===== config.mk =====
export PLATFORM = sky130hd
export DESIGN_NAME = alu_seq_flat
export DESIGN_NICKNAME = d
export VERILOG_FILES = /design/src/rtl/alu_seq_pkg.sv /design/src/rtl/alu_seq_if.sv /design/src/rtl/alu_seq_shifter.sv /design/src/rtl/alu_seq.sv /design/src/flat_wrapper.sv
export SDC_FILE = /design/constraint.sdc
export NUM_CORES = 1
export LEC_CHECK = 0
export CAP_MARGIN = 20
export CORE_MARGIN = 2
export CORE_UTILIZATION = 60
export DETAILED_ROUTE_END_ITERATION = 8
export PLACE_DENSITY = 0.85
export SETUP_SLACK_MARGIN = 0.15
export SLEW_MARGIN = 20
export SYNTH_ARGS = -nofsm -noshare
export SYNTH_HDL_FRONTEND = slang
export SYNTH_SLANG_ARGS = --single-unit

===== constraint.sdc =====
create_clock -name clk -period 6.8 [get_ports clk]
set_input_delay 0.68 -clock clk [delete_from_list [all_inputs] [get_ports clk]]
set_output_delay 0.68 -clock clk [all_outputs]
set_load 0.05 [all_outputs]

===== src/rtl/alu_seq_pkg.sv =====
// Shared definitions for the sequential ALU: op codes, flag bit positions and the
// shifter FSM state type.
package alu_seq_pkg;

   localparam logic [3:0] OP_ADD  = 4'd0;
   localparam logic [3:0] OP_ADDU = 4'd1;
   localparam logic [3:0] OP_ADDC = 4'd2;
   localparam logic [3:0] OP_SUB  = 4'd3;
   localparam logic [3:0] OP_CMP  = 4'd4;
   localparam logic [3:0] OP_AND  = 4'd5;
   localparam logic [3:0] OP_OR   = 4'd6;
   localparam logic [3:0] OP_XOR  = 4'd7;
   localparam logic [3:0] OP_NOT  = 4'd8;
   localparam logic [3:0] OP_MOV  = 4'd9;
   localparam logic [3:0] OP_LSH  = 4'd10;
   localparam logic [3:0] OP_ASH  = 4'd11;

   localparam int FLG_C = 4;
   localparam int FLG_L = 3;
   localparam int FLG_F = 2;
   localparam int FLG_Z = 1;
   localparam int FLG_N = 0;

   typedef enum logic {
      IDLE  = 1'b0,
      SHIFT = 1'b1
   } state_e;

   function automatic logic is_shift(input logic [3:0] op);
      return (op == OP_LSH) || (op == OP_ASH);
   endfunction

endpackage


===== src/rtl/alu_seq_if.sv =====
// Decode-to-writeback bus of the sequential ALU: request and result handshakes plus
// the direct flag-register write port.
interface alu_seq_if #(
   parameter int WIDTH = 16
);
   logic             in_valid;
   logic             in_ready;
   logic [3:0]       op;
   logic [WIDTH-1:0] a;
   logic [WIDTH-1:0] b;
   logic             out_valid;
   logic             out_ready;
   logic [WIDTH-1:0] result;
   logic [4:0]       flags;
   logic             flags_we;
   logic [4:0]       flags_in;

   modport master (
      output in_valid, op, a, b, out_ready, flags_we, flags_in,
      input  in_ready, out_valid, result, flags
   );

   modport slave (
      input  in_valid, op, a, b, out_ready, flags_we, flags_in,
      output in_ready, out_valid, result, flags
   );
endinterface


===== src/rtl/alu_seq_shifter.sv =====
// Shift unit for LSH/ASH: a one-cycle barrel shifter, or (SERIAL_SHIFT=1) an iterative
// shifter that moves one bit per cycle and reports busy while it works.
module alu_seq_shifter
   import alu_seq_pkg::*;
#(
   parameter int WIDTH        = 16,
   parameter int SERIAL_SHIFT = 0,
   parameter int SHW          = $clog2(WIDTH) + 1
) (
   input  logic             clk,
   input  logic             rst_n,
   input  logic             start_i,
   input  logic             arith_i,
   input  logic [WIDTH-1:0] a_i,
   input  logic [SHW-1:0]   amt_i,
   output logic             busy_o,
   output logic             done_o,
   output logic [WIDTH-1:0] res_o
);

   localparam logic [SHW-1:0] WIDTH_L = SHW'(WIDTH);

   logic                    neg;
   logic [SHW-1:0]          mag;
   logic [SHW-1:0]          capped;
   logic signed [WIDTH-1:0] a_s;
   logic signed [WIDTH-1:0] sra;
   logic [WIDTH-1:0]        barrel;
   logic [WIDTH-1:0]        step;

   state_e           state_q, state_d;
   logic [WIDTH-1:0] work_q, work_d;
   logic [SHW-1:0]   cnt_q, cnt_d;
   logic             right_q, right_d;
   logic             arith_q, arith_d;

   // Negative amounts shift right; any magnitude of WIDTH or more empties the word.
   always_comb begin
      neg    = amt_i[SHW-1];
      mag    = neg ? (~amt_i + SHW'(1)) : amt_i;
      capped = (mag > WIDTH_L) ? WIDTH_L : mag;
      a_s    = a_i;
      sra    = a_s >>> mag;
      if (mag >= WIDTH_L) begin
         barrel = (neg && arith_i) ? {WIDTH{a_i[WIDTH-1]}} : '0;
      end else if (!neg) begin
         barrel = a_i << mag;
      end else if (arith_i) begin
         barrel = sra;
      end else begin
         barrel = a_i >> mag;
      end
      step = right_q ? {arith_q & work_q[WIDTH-1], work_q[WIDTH-1:1]}
                     : {work_q[WIDTH-2:0], 1'b0};
   end

   always_comb begin
      state_d = state_q;
      work_d  = work_q;
      cnt_d   = cnt_q;
      right_d = right_q;
      arith_d = arith_q;
      done_o  = 1'b0;
      res_o   = barrel;
      busy_o  = (state_q == SHIFT);
      case (state_q)
         IDLE: begin
            if (start_i) begin
               if (SERIAL_SHIFT == 0) begin
                  done_o = 1'b1;
               end else if (capped == '0) begin
                  done_o = 1'b1;
                  res_o  = a_i;
               end else begin
                  work_d  = a_i;
                  cnt_d   = capped;
                  right_d = neg;
                  arith_d = arith_i;
                  state_d = SHIFT;
               end
            end
         end
         SHIFT: begin
            // The last single-bit step goes straight to the output register.
            work_d = step;
            cnt_d  = cnt_q - SHW'(1);
            if (cnt_q == SHW'(1)) begin
               done_o  = 1'b1;
               res_o   = step;
               state_d = IDLE;
            end
         end
         default: state_d = IDLE;
      endcase
   end

   always_ff @(posedge clk or negedge rst_n) begin
      if (!rst_n) begin
         state_q <= IDLE;
         work_q  <= '0;
         cnt_q   <= '0;
         right_q <= 1'b0;
         arith_q <= 1'b0;
      end else begin
         state_q <= state_d;
         work_q  <= work_d;
         cnt_q   <= cnt_d;
         right_q <= right_d;
         arith_q <= arith_d;
      end
   end

endmodule


===== src/rtl/alu_seq.sv =====
// Registered ALU with a persistent CLFZN flag register, valid/ready handshakes on both
// sides and a shift unit that is either single-cycle or iterative.
module alu_seq
   import alu_seq_pkg::*;
#(
   parameter int WIDTH        = 16,
   parameter int SERIAL_SHIFT = 0,
   parameter int SHW          = $clog2(WIDTH) + 1
) (
   input logic       clk,
   input logic       rst_n,
   alu_seq_if.slave  bus
);

   logic [WIDTH-1:0] result_q, result_d;
   logic             out_valid_q, out_valid_d;
   logic [4:0]       flags_q, flags_d;

   logic             in_ready;
   logic             accept;
   logic             shift_op;
   logic             cin;
   logic [WIDTH:0]   sum;
   logic [WIDTH:0]   diff;
   logic [WIDTH-1:0] alu_res;
   logic [4:0]       alu_flags;
   logic             sh_busy;
   logic             sh_done;
   logic [WIDTH-1:0] sh_res;

   alu_seq_shifter #(
      .WIDTH       (WIDTH),
      .SERIAL_SHIFT(SERIAL_SHIFT),
      .SHW         (SHW)
   ) u_shifter (
      .clk    (clk),
      .rst_n  (rst_n),
      .start_i(accept && shift_op),
      .arith_i(bus.op == OP_ASH),
      .a_i    (bus.a),
      .amt_i  (bus.b[SHW-1:0]),
      .busy_o (sh_busy),
      .done_o (sh_done),
      .res_o  (sh_res)
   );

   // Non-shift datapath; flags not touched by an op keep their stored value.
   always_comb begin
      cin       = (bus.op == OP_ADDC) && flags_q[FLG_C];
      sum       = {1'b0, bus.a} + {1'b0, bus.b} + {{WIDTH{1'b0}}, cin};
      diff      = {1'b0, bus.a} - {1'b0, bus.b};
      alu_res   = '0;
      alu_flags = flags_q;
      case (bus.op)
         OP_ADD, OP_ADDC: begin
            alu_res          = sum[WIDTH-1:0];
            alu_flags[FLG_C] = sum[WIDTH];
            alu_flags[FLG_F] = (bus.a[WIDTH-1] == bus.b[WIDTH-1]) &&
                               (sum[WIDTH-1] != bus.a[WIDTH-1]);
            alu_flags[FLG_Z] = (sum[WIDTH-1:0] == '0);
         end
         OP_ADDU: begin
            alu_res          = sum[WIDTH-1:0];
            alu_flags[FLG_C] = sum[WIDTH];
            alu_flags[FLG_Z] = (sum[WIDTH-1:0] == '0);
         end
         OP_SUB: begin
            alu_res          = diff[WIDTH-1:0];
            alu_flags[FLG_C] = diff[WIDTH];
            alu_flags[FLG_F] = (bus.a[WIDTH-1] != bus.b[WIDTH-1]) &&
                               (diff[WIDTH-1] != bus.a[WIDTH-1]);
            alu_flags[FLG_Z] = (diff[WIDTH-1:0] == '0);
         end
         OP_CMP: begin
            alu_res          = bus.a;
            alu_flags[FLG_L] = bus.a < bus.b;
            alu_flags[FLG_N] = $signed(bus.a) < $signed(bus.b);
            alu_flags[FLG_Z] = bus.a == bus.b;
         end
         OP_AND:  alu_res = bus.a & bus.b;
         OP_OR:   alu_res = bus.a | bus.b;
         OP_XOR:  alu_res = bus.a ^ bus.b;
         OP_NOT:  alu_res = ~bus.a;
         OP_MOV:  alu_res = bus.b;
         default: alu_res = '0;
      endcase
   end

   // Output register holds until consumed; a direct flag write overrides any op update.
   always_comb begin
      shift_op    = is_shift(bus.op);
      in_ready    = !sh_busy && (!out_valid_q || bus.out_ready);
      accept      = bus.in_valid && in_ready;
      result_d    = result_q;
      out_valid_d = out_valid_q && !bus.out_ready;
      if (sh_done) begin
         result_d    = sh_res;
         out_valid_d = 1'b1;
      end else if (accept && !shift_op) begin
         result_d    = alu_res;
         out_valid_d = 1'b1;
      end
      flags_d = flags_q;
      if (accept) begin
         flags_d = alu_flags;
      end
      if (bus.flags_we) begin
         flags_d = bus.flags_in;
      end
   end

   always_ff @(posedge clk or negedge rst_n) begin
      if (!rst_n) begin
         result_q    <= '0;
         out_valid_q <= 1'b0;
         flags_q     <= '0;
      end else begin
         result_q    <= result_d;
         out_valid_q <= out_valid_d;
         flags_q     <= flags_d;
      end
   end

   assign bus.in_ready  = in_ready;
   assign bus.out_valid = out_valid_q;
   assign bus.result    = result_q;
   assign bus.flags     = flags_q;

endmodule


===== src/flat_wrapper.sv =====
// flat-port wrapper written by rule: the top's interface ports become plain ports
module alu_seq_flat import alu_seq_pkg::*;
#(
   parameter int WIDTH        = 16,
   parameter int SERIAL_SHIFT = 0,
   parameter int SHW          = $clog2(WIDTH) + 1
)
  (clk, rst_n, bus_in_valid, bus_op, bus_a, bus_b, bus_out_ready, bus_flags_we, bus_flags_in, bus_in_ready, bus_out_valid, bus_result, bus_flags);
  alu_seq_if #(.WIDTH(WIDTH)) bus_i ();
  input logic clk;
  input logic rst_n;
  input wire logic [$bits(bus_i.in_valid)-1:0] bus_in_valid;
  input wire logic [$bits(bus_i.op)-1:0] bus_op;
  input wire logic [$bits(bus_i.a)-1:0] bus_a;
  input wire logic [$bits(bus_i.b)-1:0] bus_b;
  input wire logic [$bits(bus_i.out_ready)-1:0] bus_out_ready;
  input wire logic [$bits(bus_i.flags_we)-1:0] bus_flags_we;
  input wire logic [$bits(bus_i.flags_in)-1:0] bus_flags_in;
  output wire logic [$bits(bus_i.in_ready)-1:0] bus_in_ready;
  output wire logic [$bits(bus_i.out_valid)-1:0] bus_out_valid;
  output wire logic [$bits(bus_i.result)-1:0] bus_result;
  output wire logic [$bits(bus_i.flags)-1:0] bus_flags;
  assign bus_i.in_valid = bus_in_valid;
  assign bus_i.op = bus_op;
  assign bus_i.a = bus_a;
  assign bus_i.b = bus_b;
  assign bus_i.out_ready = bus_out_ready;
  assign bus_i.flags_we = bus_flags_we;
  assign bus_i.flags_in = bus_flags_in;
  assign bus_in_ready = bus_i.in_ready;
  assign bus_out_valid = bus_i.out_valid;
  assign bus_result = bus_i.result;
  assign bus_flags = bus_i.flags;
  alu_seq #(.WIDTH(WIDTH), .SERIAL_SHIFT(SERIAL_SHIFT), .SHW(SHW)) u_core (.clk(clk), .rst_n(rst_n), .bus(bus_i));
endmodule

==> flow_metrics.py <==
metrics = {
    "sta": {
        "finalSetupViolations": 0,
        "tightest_slew_ps": 1160,
        "finalCritPeriodShare_pct": 70.1,
        "maxSlewHeadroom_pct": 22.6,
        "maxSlewViolCount": 0,
        "rsz0062_at_grt": "no",
        "min_period_ps": 4770,
        "clock_skew_ps": 9.24,
        "finalHoldViolCount": 0,
        "clock.fmax_mhz": 210,
        "fin_setup_tns_ps": 0,
    },
    "finish": {
        "area_growth_pct": 13.4,
        "multi_input_area_um2": 4740,
        "antenna_cells": 0,
        "seq_area_um2": 701,
        "fillerInstances": 774,
        "layout.nets": 954,
        "drive_gt1_share_pct": 5.52,
    },
    "setup_path": {
        "cp-end-kind": "flop",
        "worst-r2r-cell-count": 11,
        "crit_cells": 11,
        "cp_slowest_cell": "mux2_1",
        "path_class": "in -> reg",
        "crit_buf_inv": 4,
        "cp-startpoint": "bus_b[0]",
        "worst_setup_path_start_kind": "input port",
        "r2r_slack_ps": 3470,
        "r2r-start": "u_core.bus.flags[4]",
        "reg2reg_to": "u_core.bus.flags[1]",
        "crit_end": "u_core.bus.result[15]",
        "crit_fanout": 28,
        "crit_family": "multiplexers",
        "slowest_delay_ps": 810,
        "cp.arrival_ps": 4900,
        "cp_cell_sequence": "clkdlybuf4s50_1 -> buf_4 -> inv_1 -> buf_4 -> ha_1 -> mux2_1 -> mux4_2 -> mux2i_1 -> mux2i_1 -> o211ai_1 -> o211ai_1",
        "required_ps": 6940,
    },
    "min_path": {
        "hold_class": "reg -> reg",
    },
    "synth": {
        "ys_types": 73,
        "synth_cells": 822,
        "synth_edf_count": 0,
        "avgSynthCellArea_um2": 7.09,
        "ys_ff_latch": 28,
        "yosysSeqAreaShare_pct": 12.0,
        "synth_top_cell_by_area": "dfrtp_1",
        "postSynth.asyncResetShare_pct": 100,
        "synth.most_common_cell": "nand2_1",
        "ys.flop_type": "dfrtp_1",
        "netlist_area_um2": 5830,
        "synthesis.nets": 923,
        "yosysTopAreaCellShare_pct": 12.0,
        "yosys_warnings": 0,
        "synthTopCellsByArea": "dfrtp_1 12%, ha_1 11%, o21ai_0 5.8%",
        "synthTopCellsByCount": "88 x nand2_1, 83 x nor2_1, 68 x o21ai_0",
    },
    "grt": {
        "grt_overflow": 0,
        "grt_usage_pct": 43.2,
        "grt_max_degree": 29,
        "grt_pass1_wl_um": 35300,
        "antenna_found_initial": 0,
        "grt_pass1_vias": 6503,
    },
    "pwr": {
        "swShare_pct": 51.6,
        "power_frac_seq_pct": 20.7,
        "combPwrFrac_pct": 67.7,
        "power.net_switching_mw": 0.503,
        "p_total_mw": 0.974,
        "pwr-share-clk_pct": 11.6,
        "p_leak_nw": 2.76,
        "vdd_drop_max_v": 0.000103,
        "powerDensity_nw_per_um2": 147,
        "power.internal_mw": 0.471,
    },
    "clock_network": {
        "cts_buffers": 3,
        "cts_resized": 0,
        "clockBufferDepth": 2,
        "hold_buffers": 0,
        "cts_root_buffer": "clkbuf_8",
        "cts_setup_buffers": 0,
        "cts.sinks": 28,
        "clkLatencyLatePin_ps": 300,
        "path_clk_slew_ps": 110,
        "htreeDepth": 1,
        "cts_tree": "built",
    },
    "floorplanning": {
        "std_cell_rows": 35,
        "die_h_um": 103,
        "ioPinCount": 69,
        "start_util_pct": 62.5,
        "die_x_um": 103,
        "die-area_um2": 10500,
        "coreArea_um2": 9330,
    },
    "drt": {
        "wl_per_cell_um": 23.2,
        "drt_iter0_drc": 1103,
        "drt-total-wl_um": 22700,
        "post-route-drc-count": 0,
        "vias": 7088,
        "viasPerCell": 7.23,
        "drtAntennaViolNets": 0,
        "first_pass_iters": 9,
    },
    "outcome": {
        "status": "complete, no violations",
    },
    "flow_run": {
        "drv_cap": 0,
    },
    "placed_design": {
        "gp_congestion": 1.13,
        "numPortBuffers": 68,
        "dp_hpwl_um": 17500,
    },
}
[sequential cells by signal, summed over array words and instances, names as in the netlist]
signal                   flops
u_core.bus.flags             5
u_core.u_shifter.busy_o      1
u_core.bus.result           16
u_core.bus.out_valid         1
u_core.u_shifter.cnt_q       5
[worst min path at each step]
stage	startpoint	end	slack, ps	depth (start not counted)
2_1_floorplan	rst_n	u_core.bus.flags[0]	380	0
3_3_place_gp	u_core.u_shifter.cnt_q[4]	u_core.u_shifter.cnt_q[4]	460	1
3_5_place_dp	u_core.u_shifter.cnt_q[4]	u_core.u_shifter.cnt_q[4]	490	1
4_1_cts	u_core.u_shifter.cnt_q[4]	u_core.u_shifter.cnt_q[4]	500	1
5_1_grt	u_core.u_shifter.cnt_q[4]	u_core.u_shifter.cnt_q[4]	500	1
6_report	u_core.u_shifter.cnt_q[4]	u_core.u_shifter.cnt_q[4]	510	1
[worst register-to-register path: stages, from the launching register on]
cell,delay (ps)
dfrtp_1,420
nand3_1,120
fa_1,440
fa_1,460
nor2b_1,190
o31ai_1,160
a2111oi_0,530
o21ai_0,200
a211oi_1,240
nand4_1,130
o31a_1,320
o21ai_2,60
[placed cells by master, fill, tap and decap left out, types with 4 or more instances in the layout]
cell type / instances
a2111oi_0: 5
a211oi_1: 9
a21oi_1: 62
a221oi_1: 8
a22oi_1: 18
a31oi_1: 13
a41oi_1: 4
and2_1: 4
and3_1: 9
buf_4: 11
clkbuf_8: 4
clkdlybuf4s50_1: 68
dfrtp_1: 28
ha_1: 52
inv_1: 49
mux2i_1: 23
mux4_2: 8
nand2_1: 88
nand2b_1: 14
nand3_1: 19
nand3b_1: 4
nand4_1: 8
nor2_1: 83
nor2b_1: 7
nor3_1: 21
nor4_1: 4
o2111ai_1: 11
o211ai_1: 20
o21a_1: 5
o21ai_0: 68
o21bai_1: 4
o221ai_1: 10
o31a_1: 5
or3_1: 6
xnor2_1: 17
xor2_1: 12
[through the flow]
| stage | cells | util [%] | hold WS [ps] | setup WS (ps) | area (um^2) |
|---|---|---|---|---|---|
| global route | 981 | 70.9 | 503 | 1900 | 6610 |
| floorplan | 822 | - | 384 | 2790 | 5830 |
| finish | 981 | 70.9 | 510 | 2030 | 6610 |
| CTS | 981 | 70.7 | 502 | 2290 | 6590 |
| detailed placement | 977 | 70.1 | 487 | 1970 | 6540 |
| global placement | 977 | 70.1 | 459 | 2190 | 6540 |
[area by class of cell]
class	count	share of cell area, %
inverters	51	2.90
repair buffers	79	11.5
multi-input cells	690	71.7
well taps	129	2.44
flip-flops and latches	28	10.6
clock buffers	4	0.833
[cells by family after synthesis]
group / count (synthesis) / synth area share [%]
multiplexers: 36 / 7.99
adder cells (fa/ha/maj): 55 / 12.2
AO/OA/AOI/OAI: 284 / 32.8
buffers and inverters: 104 / 7.17
XOR/XNOR: 31 / 4.66
AND/OR/NAND/NOR: 284 / 23.2
flip-flops: 28 / 12.0
[routing by layer]
metal  GRT usage [%]  part of all wire (%)  up-vias
li1                -                     -     3109
met1            59.3                    38     3201
met2            64.1                    41      646
met3            12.9                    16      132
met4            15.9                   5.2        0
met5               0                     0        -
[power groups by stage]
stage	Sequential, mW	Clock (mW)	Combinational (mW)
finish	0.202	0.113	0.659
global route	0.204	0.110	0.695
CTS	0.201	0.106	0.631
detailed placement	0.204	0	0.628
global placement	0.203	0	0.618
floorplan	0.277	0	0.350
(Power assumes the default switching activity.)
